**config.mk**
```make
export PLATFORM = sky130hd
export DESIGN_NAME = fp_adder
export DESIGN_NICKNAME = d
export VERILOG_FILES = /design/src/rtl/fp_adder.sv
export SDC_FILE = /design/constraint.sdc
export NUM_CORES = 1
export LEC_CHECK = 0
export ABC_AREA = 1
export BUFFER_PORTS_ARGS = -buffer_cell sky130_fd_sc_hd__buf_2
export CAP_MARGIN = 20
export CELL_PAD_IN_SITES_DETAIL_PLACEMENT = 1
export CELL_PAD_IN_SITES_GLOBAL_PLACEMENT = 2
export CORE_UTILIZATION = 32
export CTS_CLUSTER_DIAMETER = 50
export DETAILED_ROUTE_END_ITERATION = 10
export PLACE_DENSITY_LB_ADDON = 0.1
export SLEW_MARGIN = 10
export SYNTH_ARGS = -nofsm -noshare
export SYNTH_HDL_FRONTEND = slang
export SYNTH_SLANG_ARGS = --single-unit
```
**constraint.sdc**
```tcl
create_clock -name clk -period 14.35 [get_ports clk]
set_input_delay 0.7175 -clock clk [delete_from_list [all_inputs] [get_ports clk]]
set_output_delay 0.7175 -clock clk [all_outputs]
set_load 0.01 [all_outputs]
```
**src/rtl/fp_adder.sv**
```systemverilog
// IEEE-754 binary32 adder, round-to-nearest-even, subnormals in and out.
// One new operand pair per cycle; the result is registered with one cycle of latency.
module fp_adder (
    input  logic        clk,
    input  logic        rst_n,
    input  logic [31:0] A,
    input  logic [31:0] B,
    output logic [31:0] Sum
);

    logic [31:0] sum_q, sum_d;

    logic        a_nan, b_nan, a_inf, b_inf;
    logic        a_ge_b, eff_sub, res_sign;
    logic [30:0] big_mag, small_mag;
    logic [7:0]  e_big, e_small, diff;
    logic [23:0] m_big, m_small;
    logic [26:0] al_big, al_small, sh_small, keep_mask;
    logic [27:0] raw;
    logic [26:0] pre, norm;
    logic [9:0]  e_pre, e_norm, e_out;
    logic [4:0]  lzc, nsh;
    logic        round_up;
    logic [24:0] mant_r;
    logic [22:0] frac_out;

    assign a_nan   = (&A[30:23]) & (|A[22:0]);
    assign b_nan   = (&B[30:23]) & (|B[22:0]);
    assign a_inf   = (&A[30:23]) & ~(|A[22:0]);
    assign b_inf   = (&B[30:23]) & ~(|B[22:0]);
    assign a_ge_b  = (A[30:0] >= B[30:0]);
    assign eff_sub = A[31] ^ B[31];

    // Ordering by magnitude makes the datapath symmetric, so A+B == B+A bit-exactly.
    assign big_mag   = a_ge_b ? A[30:0] : B[30:0];
    assign small_mag = a_ge_b ? B[30:0] : A[30:0];
    assign res_sign  = a_ge_b ? A[31] : B[31];

    assign e_big   = (big_mag[30:23] == 8'd0) ? 8'd1 : big_mag[30:23];
    assign e_small = (small_mag[30:23] == 8'd0) ? 8'd1 : small_mag[30:23];
    assign m_big   = {|big_mag[30:23], big_mag[22:0]};
    assign m_small = {|small_mag[30:23], small_mag[22:0]};
    assign diff    = e_big - e_small;

    // Significand layout: [26:3] mantissa, [2] guard, [1] round, [0] sticky.
    always_comb begin
        al_big    = {m_big, 3'b000};
        keep_mask = {27{1'b1}} << diff;
        sh_small  = {m_small, 3'b000} >> diff;
        if (diff >= 8'd26) begin
            al_small = {26'd0, |m_small};
        end else begin
            al_small = {sh_small[26:1],
                        sh_small[0] | (|({m_small, 3'b000} & ~keep_mask))};
        end
    end

    always_comb begin
        raw = eff_sub ? ({1'b0, al_big} - {1'b0, al_small})
                      : ({1'b0, al_big} + {1'b0, al_small});
        if (raw[27]) begin
            pre   = {raw[27:2], raw[1] | raw[0]};
            e_pre = {2'b00, e_big} + 10'd1;
        end else begin
            pre   = raw[26:0];
            e_pre = {2'b00, e_big};
        end

        lzc = 5'd27;
        for (int i = 0; i < 27; i++) begin
            if (pre[i]) lzc = 5'(26 - i);
        end

        // Left-normalisation stops at exponent field 1, leaving a subnormal.
        if ({5'd0, lzc} < (e_pre - 10'd1)) nsh = lzc;
        else                               nsh = 5'(e_pre - 10'd1);
        norm   = pre << nsh;
        e_norm = e_pre - {5'd0, nsh};

        round_up = norm[2] & (norm[1] | norm[0] | norm[3]);
        mant_r   = {1'b0, norm[26:3]} + {24'd0, round_up};
        if (mant_r[24]) begin
            e_out    = e_norm + 10'd1;
            frac_out = 23'd0;
        end else begin
            e_out    = mant_r[23] ? e_norm : 10'd0;
            frac_out = mant_r[22:0];
        end
    end

    always_comb begin
        if (a_nan || b_nan)              sum_d = 32'h7FC0_0000;
        else if (a_inf && b_inf)         sum_d = eff_sub ? 32'h7FC0_0000 : A;
        else if (a_inf)                  sum_d = A;
        else if (b_inf)                  sum_d = B;
        else if (mant_r == 25'd0)        sum_d = {A[31] & B[31], 31'd0};
        else if (e_out >= 10'd255)       sum_d = {res_sign, 8'hFF, 23'd0};
        else                             sum_d = {res_sign, e_out[7:0], frac_out};
    end

    always_ff @(posedge clk) begin
        if (!rst_n) sum_q <= 32'd0;
        else        sum_q <= sum_d;
    end

    assign Sum = sum_q;

endmodule

```
## Word-level counts from Yosys, hierarchy flattened

Index checks and enable logic that the tools add are counted.

- $add $sub $neg: 8
- Multiplexer cells: 47
- Shift operators: 3
- $lt $le $gt $ge: 4
- Bitwise logic cells: 16
- Reductions and logical operators: 14

Operator list:

| operator | number |
|---|---|
| 32-bit 2-to-1 mux | 5 |
| 5-bit 2-to-1 mux | 27 |
| 31-bit 2-to-1 mux | 4 |
| 27-bit 2-to-1 mux | 2 |
| 23-bit OR reduction | 2 |
| 31-bit greater-or-equal comparator | 1 |
| 31-bit OR reduction | 1 |
| 27-bit by 27-bit adder with 28-bit output | 1 |
| 28-bit 2-to-1 mux | 1 |
| 27-bit by 27-bit subtractor with 28-bit output | 1 |
| 27-bit AND | 1 |
| 27-bit inverter | 1 |
| 27-bit OR reduction | 1 |
| 27-bit by 5-bit left shift with 27-bit output | 1 |
| 27-bit by 8-bit left shift with 27-bit output (first input constant) | 1 |
| 27-bit by 8-bit >> shifter with 27-bit output | 1 |
| 24-bit by 1-bit adder with 25-bit output | 1 |
| 25-bit zero test | 1 |
| 23-bit 2-to-1 mux | 1 |
| 10-bit 2-to-1 mux | 2 |
| 8-bit zero test | 2 |
| 8-bit 2-to-1 mux | 2 |
| 8-bit AND reduction | 2 |
| 8-bit OR reduction | 2 |
| other kinds (17) | 28 |

- Register bits after elaboration: 32
- Output and inout bits: 32
- Bits of input ports: 66
- Word-level logic and storage cells: 94

## Depth between registers and ports, before layout

Gate-level depths: netlist (run 1).

- Depth after elaboration: 58
- Depth in mapped cells: 119
- Gate-level depth less buffers: 113

## Worst setup path after synthesis (run 1)

OpenSTA, ideal clock, no wires.

- Path type: input-to-reg
- Start: in B[30]
- End: reg sum_q[9] (netlist: Sum[9])
- Setup time: 0.120 ns
- Buffers on the path: 11
- Slack: 1.604 ns
- Stages on the path: 94
- Required time: 14.230 ns
- Data arrival time: 12.627 ns
- Path through: inv_1 > ha_1 > nand2_1 > nor2_2 > nand3_1 > a21oi_1 > nor2_4 > nand2_2 > buf_4 > buf_4 > clkbuf_1 > nand2_1 > o21ai_0 > inv_1 > nor2_1 > nand4_1 > nand2_1 > inv_1 > [... 58 more ...] > nand2_1 > nor2_1 > a211oi_1 > or2_2 > nand2_1 > a21oi_1 > xnor2_1 > inv_1 > nor2_1 > nand4_1 > xor2_1 > o21ai_1 > nor2_8 > nand2_4 > inv_4 > buf_8 > nand3_1 > a21oi_1

- Cells in the longest elaborated chain, start to end: 57

Ends and longest elaborated chain:

| element | RTL line | source |
|---|---|---|
| start: declaration | 7 | `input logic [31:0] B,` |
| 31-bit greater-or-equal comparator | 31 | `assign a_ge_b = (A[30:0] >= B[30:0]);` |
| 31-bit 2-to-1 mux, on equally long branches | 35, 36 |  |
| 8-bit zero test, on equally long branches | 39, 40 |  |
| 8-bit 2-to-1 mux, on equally long branches | 39, 40 |  |
| 8-bit subtractor | 43 | `assign diff = e_big - e_small;` |
| 27-bit by 8-bit left shift with 27-bit output | 48 | `keep_mask = {27{1'b1}} << diff;` |
| 27-bit inverter | 54 | `sh_small[0] \| (\|({m_small, 3'b000} & ~keep_mask))};` |
| 27-bit AND | 54 |  |
| [... 41 more ...] | -- |  |
| 10-bit 2-to-1 mux | 86 | `e_out = mant_r[23] ? e_norm : 10'd0;` |
| 10-bit 2-to-1 mux | 82 | `if (mant_r[24]) begin` |
| 10-bit by 8-bit greater-or-equal comparator with 1-bit output | 97 | `else if (e_out >= 10'd255) sum_d = {res_sign, 8'hFF, 23'd0};` |
| 31-bit 2-to-1 mux | 97 |  |
| 32-bit 2-to-1 mux | 96 | `else if (mant_r == 25'd0) sum_d = {A[31] & B[31], 31'd0};` |
| 32-bit 2-to-1 mux | 95 | `else if (b_inf) sum_d = B;` |
| 32-bit 2-to-1 mux | 94 | `else if (a_inf) sum_d = A;` |
| 32-bit 2-to-1 mux | 93 | `else if (a_inf && b_inf) sum_d = eff_sub ? 32'h7FC0_0000 : A;` |
| end signal: assignment | 103 | `else sum_q <= sum_d;` |
| end: declaration | 11 | `logic [31:0] sum_q, sum_d;` |

Parallel ways exist; a longest one is shown, timed or not.
A chain may end at the register's enable or synchronous reset.

## Final worst setup path (run 1)

- Start: in B[12]
- End: reg sum_q[19] (netlist: Sum[19])

The elaborated chain is that of the path after synthesis.

==> flow_metrics.tcl, run 1 <==
set metrics [dict create \
    io_buffers 97 \
    post-route-min-period_ns 13.26 \
    final_nets 2467 \
    cp_slowest_cell "ha_1" \
    hp-start "rst_n" \
    finalSetupViolCount 0 \
    wl_per_cell_microns 19.24 \
    startpoint "B[12]" \
    max_freq_mhz 75.42 \
    hold_buffers 0 \
    initial_core_util_pct 32.66 \
    drcViolationCount 0 \
    yosysMostFrequentCell "nand2_1" \
    whs_ns 0.7140 \
    drt_iter0_drc 720 \
    die_w_microns 195.8 \
    synth_common_cells "nand2_1 (593), nand3_1 (372), inv_1 (266)" \
    powerDensity_mw_per_mm2 188.3 \
    slowest_delay_ns 0.41 \
    gp_congestion 0.9423 \
    n_antenna_cell 0 \
    clock_sinks 32 \
    crit_type "primary input to register" \
    leakagePower_uw 0.007108 \
    synth_warnings 0 \
    worstSetupEndpointType "register" \
    cp-start-kind "primary input" \
    finalCritPeriodShare_pct 92.39 \
    grt_max_degree 79 \
    critPathArrivalTime_ns 13.44 \
    core_area_sq_mm 0.03679 \
    yosysTopAreaCellShare_pct 18.53 \
    die_h_microns 195.8 \
    drt_wl_total_microns 53180 \
    vias_per_cell 5.387 \
    power_frac_seq_pct 5.2 \
    grt_usage_pct 27.10 \
    overflow 0 \
    via_count 14890 \
    cts_buffers 5 \
    crit_path_max_fanout 19 \
    die_area_sq_mm 0.03832 \
    synth_area_leaders "nand2_1 (19%), nand3_1 (15%), ha_1 (11%), inv_1 (8.3%), dfxtp_1 (5.3%)" \
    cts_root_buf "clkbuf_16" \
    relSlewSlack_pct 19.21 \
    crit_top_cell "nand2_1" \
    antenna_found_initial 0 \
    power_uw 2535 \
    outcome "finished, final reports clean" \
    worstMarginPinSlew_ns 1.181 \
    synthDistinctLibCells 69 \
    cap_violations 0 \
    clk_path_buf_depth 2 \
    yosysSeqAreaShare_pct 5.333 \
    path_clk_slew_ns 0.05 \
    grt_pass1_wl_microns 82660 \
    switchingPower_uw 1633 \
    placementRows 70 \
    syn_area_per_cell_sq_um 5.455 \
    htree_levels 2 \
    synth-seq-cells 32 \
    post_route_cells_drive_above_1_share_pct 13.81 \
    final-hold-violation-count 0 \
    ys_async_sr_fraction_pct 0 \
    irDropWorstVdd_v 0.00006021 \
    p_clk_share_pct 3.8 \
    n_fill_cell 5158 \
    cts_tree "done" \
    power_frac_comb_pct 91.1 \
    area_growth_syn_to_layout_pct 12.08 \
    synth_fp_nets 2373 \
    hold_path_class "primary input to register" \
    syn_area_sq_mm 0.01201 \
    synth-edff-count 0 \
    hpwl_microns 45850 \
    synthCells 2202 \
    largest_reg_flops 32 \
    drtPass1Iterations 5 \
    finalMaxSlewViolations 0 \
    io_pins 98 \
    synth_area_leader_cell "nand2_1" \
    crit_required_ns 14.53 \
    sw_frac_of_total_pct 64.41 \
    endpoint "Sum[19]" \
    synth_top_flop_cell "dfxtp_1" \
    grt_pass1_vias 15000 \
    intPower_uw 902.3 \
    final_antenna_net_count 0 \
]
==> how the worst min path moves through the flow <==
stage,end,slack (ns),cells past startpoint
after floorplan,Sum[23],0.82,2
after global placement,Sum[23],0.98,3
final,Sum[30],0.71,3
after CTS,Sum[30],0.71,3
after global routing,Sum[29],0.74,3
after detailed placement,Sum[23],0.99,3
==> cells in the final DEF (no fill, tap or decap), drive strengths merged, types with 4 or more instances in the layout <==
| cell | n |
|---|---|
| ha | 102 |
| nand4 | 48 |
| nor4 | 14 |
| nand3 | 384 |
| dfxtp | 32 |
| clkinv | 6 |
| a211oi | 5 |
| nor3 | 35 |
| clkbuf | 6 |
| or2 | 8 |
| nand3b | 13 |
| a21o | 5 |
| o21bai | 4 |
| nand2 | 620 |
| o31ai | 8 |
| a21boi | 6 |
| inv | 293 |
| xor2 | 53 |
| o21a | 12 |
| o21ai | 130 |
| xnor2 | 13 |
| a21oi | 87 |
| a31oi | 11 |
| nor2 | 197 |
| buf | 175 |
==> final cells by class <==
type                    count  area, sq um  share of cell area (%)
multi-input cells        1784         9887                   73.43
flip-flops and latches     32        640.6                   4.758
clock inverters             1        5.005                 0.03717
inverters                 298         1126                   8.364
clock buffers               6        128.9                  0.9572
repair buffers            175         1091                   8.103
well taps                 468        585.6                   4.349
==> repair_timing <==
item / in CTS / in global routing
resized for setup: 0 / 39
setup endpoints to repair: 0 / 32
setup buffers: 0 / 6
==> metrics by stage <==
step	utilization, %	area [sq um]	worst slack [ns]	cells	TNS (ns)
after floorplan	-	12010	1.604	2202	0
after global placement	35.67	13120	0.5374	2751	0
after detailed placement	35.67	13120	0.1702	2751	0
after CTS	36.04	13260	0.3951	2758	0
after global routing	36.60	13460	-0.02971	2764	-0.04079
final	36.60	13460	1.091	2764	0
==> layer usage <==
layer / global-route usage [%] / up-vias / wire length (microns) / share of wire (%)
met5: 0 / - / 0 / 0
met4: 7.407 / 0 / 1600 / 3.0
met3: 1.152 / 71 / 1058 / 2.0
met2: 51.07 / 246 / 27200 / 51
met1: 33.27 / 7138 / 23320 / 44
li1: - / 7434 / - / -
==> power groups by stage <==
stage	Clock, uW	Sequential, uW	Combinational (uW)
2_1_floorplan	0	153	1510
3_3_place_gp	0	133	2250
3_5_place_dp	0	134	2260
4_1_cts	97.1	132	2270
5_1_grt	100	135	2550
6_report	95.3	132	2310
==> critical path: cells and delay by family <==
family                     cells  cell delay (ns)
and+or+nand+nor               48             5.99
xor gates and xnor gates       1             0.15
adders and majority gates      5             1.58
AOI/OAI and AO/OA             18             2.83
buffers and inverters         16             2.11
==> cells by family (layout without fill, tap and decap cells) <==
group | after synthesis | count (layout) | share of synthesized area, %
AND/OR/NAND/NOR | 1325 | 1325 | 50.77
buffers and inverters | 386 | 480 | 13.72
AO/OA/AOI/OAI | 286 | 286 | 13.80
adder cells (fa/ha/maj) | 105 | 105 | 11.12
XOR/XNOR | 66 | 66 | 5.093
flip-flops | 32 | 32 | 5.333
multiplexers | 2 | 2 | 0.1667
(Power assumes the default switching activity.)
==> inputs of run 2 (changes only) <==
--- a/config.mk
+++ b/config.mk
@@ -5,12 +5,11 @@
 export SDC_FILE = /design/constraint.sdc
 export NUM_CORES = 1
 export LEC_CHECK = 0
-export ABC_AREA = 1
 export BUFFER_PORTS_ARGS = -buffer_cell sky130_fd_sc_hd__buf_2
 export CAP_MARGIN = 20
 export CELL_PAD_IN_SITES_DETAIL_PLACEMENT = 1
 export CELL_PAD_IN_SITES_GLOBAL_PLACEMENT = 2
-export CORE_UTILIZATION = 32
+export CORE_UTILIZATION = 36
 export CTS_CLUSTER_DIAMETER = 50
 export DETAILED_ROUTE_END_ITERATION = 10
 export PLACE_DENSITY_LB_ADDON = 0.1
==> run 2 against run 1 <==
  * Via count up 42%
  * Fmax down 7.5%
  * First-iteration DRC count increased to 2.7 times the previous value
==> flow_metrics.tcl, run 2 <==
set metrics [dict create \
    worstMarginPinSlew_ns 1.307 \
    p_clk_share_pct 4.1 \
    crit_type "primary input to register" \
    synth-edff-count 0 \
    finalSetupViolCount 0 \
    final_antenna_net_count 0 \
    grt_pass1_vias 20640 \
    dpl.cell_count 3190 \
    worstSetupEndpointType "register" \
    yosysMostFrequentCell "nand2_1" \
    htree_levels 2 \
    switchingPower_uw 1738 \
    cp-start-kind "primary input" \
    synthAdderAreaFrac_pct 9.287 \
    area_growth_syn_to_layout_pct 49.39 \
    drtPass1Iterations 5 \
    powerDensity_mw_per_mm2 146.2 \
    synthCells 2157 \
    largest_reg_flops 32 \
    die_w_microns 201.9 \
    n_fill_cell 4935 \
    irDropWorstVdd_v 0.00008428 \
    yosys.area_share.xor_xnor_pct 3.157 \
    synthDistinctLibCells 123 \
    cts_root_buf "clkbuf_16" \
    power_frac_comb_pct 91.4 \
    outcome "finished, final reports clean" \
    grt_usage_pct 38.32 \
    vias_per_cell 6.456 \
    final-hold-violation-count 0 \
    n_antenna_cell 0 \
    die_h_microns 201.9 \
    synth-seq-cells 32 \
    cts_tree "done" \
    clock_sinks 32 \
    crit_required_ns 14.52 \
    synthSimpleGateAreaFrac_pct 28.66 \
    wl_per_cell_microns 26.47 \
    syn_area_sq_mm 0.01439 \
    sw_frac_of_total_pct 55.30 \
    instances_no_fill 3266 \
    synth_area_leader_cell "ha_1" \
    cp_slowest_cell "or4b_4" \
    synth_common_cells "nand2_1 (246), nor2_1 (215), a21oi_1 (166)" \
    hold_buffers 0 \
    crit_top_cell "buf_4" \
    synth_fp_nets 2328 \
    post_route_cells_drive_above_1_share_pct 38.39 \
    synth_top_flop_cell "dfxtp_1" \
    path_clk_slew_ns 0.07 \
    clk_path_buf_depth 2 \
    hold_path_class "primary input to register" \
    synthMuxAreaShare_pct 9.017 \
    drt_wl_total_microns 86460 \
    finalCritPeriodShare_pct 99.92 \
    grt_pass1_wl_microns 123700 \
    initial_core_util_pct 36.89 \
    gp_congestion 1.016 \
    fin_ws_ns 0.01082 \
    relSlewSlack_pct 11.98 \
    synth_area_leaders "ha_1 (8.9%), nand2_1 (6.4%), a21oi_1 (5.8%), mux2i_1 (5.7%), nor2_1 (5.6%)" \
    power_frac_seq_pct 4.4 \
    cts_buffers 5 \
    hpwl_microns 66790 \
    placementRows 72 \
    post-route-min-period_ns 14.34 \
    finalMaxSlewViolations 0 \
    synth_warnings 0 \
    overflow 0 \
    ys_async_sr_fraction_pct 0 \
    leakagePower_uw 0.009438 \
    final_nets 2918 \
    critPathArrivalTime_ns 14.51 \
    die_area_sq_mm 0.04077 \
    drt_iter0_drc 1975 \
    synth_top_family_by_area "compound AO/OA/AOI/OAI gates" \
    tns_ns 0 \
    cap_violations 0 \
    grt_max_degree 58 \
    startpoint "B[29]" \
    intPower_uw 1405 \
    endpoint "Sum[3]" \
    io_pins 98 \
    yosysSeqAreaShare_pct 4.452 \
    final_common_cell "buf_4" \
    slowest_delay_ns 0.54 \
    synth-compound-area-share_pct 37.70 \
    io_buffers 97 \
    drcViolationCount 0 \
    power_uw 3143 \
    yosysTopAreaCellShare_pct 8.870 \
    max_freq_mhz 69.74 \
    core_area_sq_mm 0.03901 \
    pre_cts_ws_ns -0.6556 \
    syn_area_per_cell_sq_um 6.671 \
    via_count 21090 \
    antenna_found_initial 1 \
    layout_common_cells "buf_4 (585), nand2_1 (238), nor2_1 (203)" \
    crit_path_max_fanout 26 \
]
-- run 2: cell count changes after synthesis, moves of 29 or more --
cell and change:
inv_1 -147, nand3_1 -293, nor2_1 +48, o21ai_0 +57
clkbuf_1 +37, a211oi_1 +29, o211ai_1 +35, a21oi_1 +80
a21o_1 +37, xor2_1 -34, nand2_1 -347, o21ai_1 -32
mux2i_1 +80, nor3_1 +36
-- run 2: timing repair --
action	in CTS	in global routing
resized for setup	20	243
pin swaps	4	95
setup buffers	1	60
gates cloned	0	6
endpoints found under the setup margin	32	32
-- run 2: cell type report --
class | instances | area [sq um] | share of cell area, %
flip-flops and latches | 32 | 640.6 | 2.980
inverters | 129 | 506.7 | 2.357
multi-input cells | 1868 | 14120 | 65.70
clock inverters | 3 | 42.54 | 0.1979
clock buffers | 5 | 125.1 | 0.5821
repair buffers | 711 | 5410 | 25.17
well taps | 518 | 648.1 | 3.015
-- run 2: worst min path at each step --
stage	slack (ns)	start	endpoint	cells after the start
after floorplan	0.86	rst_n	Sum[22]	2
after global placement	1.02	rst_n	Sum[22]	3
after detailed placement	1.03	rst_n	Sum[22]	3
after CTS	0.75	rst_n	Sum[22]	3
after global routing	0.81	rst_n	Sum[22]	3
final	0.75	rst_n	Sum[22]	3
-- run 2: per-stage QoR --
stage	hold WS, ns	util (%)	area [sq um]
2_1_floorplan	0.8640	-	14870
3_3_place_gp	1.016	49.96	19490
3_5_place_dp	1.026	49.96	19490
4_1_cts	0.7466	50.68	19770
5_1_grt	0.8056	55.11	21500
6_report	0.7513	55.11	21500
-- run 2: cell families after synthesis --
group	after synthesis
AOI/OAI and AO/OA	752
xor gates and xnor gates	51
adders and majority gates	105
buffers and inverters	258
DFF	32
muxes	115
and+or+nand+nor	844
-- run 2: worst max-delay path, delay by kind of cell --
family                   cells  cell delay (ns)
AO/OA/AOI/OAI               27             5.45
adder cells (fa/ha/maj)      6             1.33
buffers and inverters       19             2.70
multiplexers                 1             0.31
AND/OR/NAND/NOR             22             3.99
-- run 2: layer usage --
| layer | vias to the layer above | track usage [%] | part of all wire [%] |
|---|---|---|---|
| li1 | 9332 | - | - |
| met1 | 10430 | 53.17 | 42 |
| met2 | 1113 | 60.98 | 45 |
| met3 | 214 | 5.418 | 8.9 |
| met4 | 0 | 11.28 | 4.0 |
| met5 | - | 0 | 0 |
-- run 2: power by group through the flow --
stage / logic [uW] / clock network, uW / registers, uW
6_report: 2870 / 130 / 139
5_1_grt: 3000 / 132 / 142
4_1_cts: 2530 / 126 / 138
3_5_place_dp: 2490 / 0 / 137
3_3_place_gp: 2440 / 0 / 138
2_1_floorplan: 1310 / 0 / 154
==> inputs of run 3 (changes only) <==
--- a/config.mk
+++ b/config.mk
@@ -13,7 +13,7 @@
 export CTS_CLUSTER_DIAMETER = 50
 export DETAILED_ROUTE_END_ITERATION = 10
 export PLACE_DENSITY_LB_ADDON = 0.1
-export SLEW_MARGIN = 10
+export SLEW_MARGIN = 25
 export SYNTH_ARGS = -nofsm -noshare
 export SYNTH_HDL_FRONTEND = slang
 export SYNTH_SLANG_ARGS = --single-unit
==> constraint.sdc (replaced) <==
create_clock -name clk -period 14.6 [get_ports clk]
set_input_delay 0.73 -clock clk [delete_from_list [all_inputs] [get_ports clk]]
set_output_delay 0.73 -clock clk [all_outputs]
set_load 0.01 [all_outputs]
==> run 3 against run 2 <==
  * Combinational power shrank 10%
  * Cell area shrank 7.7%
  * Total power shrank 10%
  * Die area is the same
  * Setup slack gained 0.36 ns
  * Largest cell class unchanged
  * Largest power group unchanged
  * Highest routed layer unchanged
==> flow_metrics.tcl, run 3 (synthesis results as in run 2) <==
set metrics [dict create \
    cp-start-kind "primary input" \
    final_nets 2780 \
    max_freq_mhz 70.27 \
    cts_tree "done" \
    core_area_sq_mm 0.03901 \
    area_growth_syn_to_layout_pct 37.90 \
    whs_ns 0.7996 \
    outcome "finished, final reports clean" \
    clk_path_buf_depth 2 \
    drt_wl_total_microns 81340 \
    worstMarginPinSlew_ns 1.091 \
    final_area_sq_mm 0.01984 \
    final_antenna_net_count 0 \
    crit_type "primary input to register" \
    placed_cell_area_sq_mm 0.01835 \
    grt_usage_pct 37.77 \
    irDropWorstVdd_v 0.00008553 \
    path_clk_slew_ns 0.06 \
    cp_slowest_cell "or4b_4" \
    die_h_microns 201.9 \
    hp-start "rst_n" \
    via_count 20010 \
    powerDensity_mw_per_mm2 142.3 \
    vias_per_cell 6.397 \
    cts_root_buf "clkbuf_16" \
    antenna_found_initial 0 \
    drcViolationCount 0 \
    finalSetupViolCount 0 \
    htree_levels 2 \
    slowest_delay_ns 0.55 \
    drtPass1Iterations 5 \
    hold_buffers 0 \
    worstSetupEndpointType "register" \
    layout_common_cells "buf_4 (459), nand2_1 (240), nor2_1 (208)" \
    io_buffers 97 \
    io_pins 98 \
    finalMaxSlewViolations 0 \
    crit_required_ns 14.79 \
    cts_buffers 5 \
    final_common_cell "buf_4" \
    cap_violations 0 \
    clock_sinks 32 \
    leakagePower_uw 0.008603 \
    finalCritPeriodShare_pct 97.47 \
    post_route_cells_drive_above_1_share_pct 32.72 \
    overflow 0 \
    die_w_microns 201.9 \
    power_uw 2823 \
    placementRows 72 \
    die_area_sq_mm 0.04077 \
    critPathTopFamily "simple AND/OR/NAND/NOR gates" \
    grt_max_degree 66 \
    gp_congestion 1.046 \
    drt_iter0_drc 1732 \
    holdPathStages 3 \
    relSlewSlack_pct 26.51 \
    grt_pass1_wl_microns 121500 \
    critPathArrivalTime_ns 14.42 \
    holdPathEnd "Sum[22]" \
    initial_core_util_pct 36.89 \
    cp_num_buf_inv 13 \
    largest_reg_flops 32 \
    final-hold-violation-count 0 \
    wl_per_cell_microns 26.00 \
    n_antenna_cell 0 \
    grt_pass1_vias 19880 \
    post-route-min-period_ns 14.23 \
    crit_path_max_fanout 21 \
    hpwl_microns 65560 \
    hold_path_class "primary input to register" \
]
## run 3: per-stage QoR
step / TNS, ns / worst slack (ns) / std cells / utilization (%)
global route: -7.273 / -0.2918 / 3128 / 50.87
detailed placement: -20.42 / -0.7573 / 3071 / 47.05
floorplan: 0 / 0.004100 / 2157 / -
CTS: 0 / 0.01363 / 3079 / 47.64
finish: 0 / 0.3697 / 3128 / 50.87
global placement: -11.46 / -0.4016 / 3071 / 47.05
## run 3: worst max path at each step
stage	start	end	slack, ns	depth (start not counted)
after detailed placement	B[29]	Sum[30]	-0.76	63
final	B[19]	Sum[0]	0.37	73
after CTS	B[14]	Sum[27]	0.01	64
after floorplan	B[29]	Sum[0]	0.004	76
after global routing	B[19]	Sum[30]	-0.29	71
after global placement	B[28]	Sum[24]	-0.40	64
## run 3: power breakdown
group	internal, uW	switching [uW]	leakage (uW)
Clock	80.1	41.6	0.0000798
Combinational	1050	1520	0.00826
Sequential	123	11.3	0.000266
## run 3: worst min-delay path, stage by stage
cell and delay, ns:
buf_2 0.09, o21ai_0 0.13, o21ai_1 0.10
## run 3: per-layer routing
layer,vias to the layer above,GRT usage (%),wire [microns]
met5,-,0,0
met4,0,8.469,2266
met3,145,4.337,6106
met2,888,60.26,36300
met1,9921,53.88,36670
li1,9055,-,-
## run 3: repair_timing
item	in CTS	in global routing
pin swaps	1	74
resized for setup	13	172
buffers inserted	0	45
cloned	0	4
endpoints found under the setup margin	32	32
## run 3: cell type report
type                       count  area [sq um]
multi-input combinational   1869         13650
timing repair buffer         572          4240
fill                        5009         19160
sequential                    32         640.6
clock inverter                 3         42.54
inverter                     129         498.0
tap                          518         648.1
clock buffer                   5         125.1
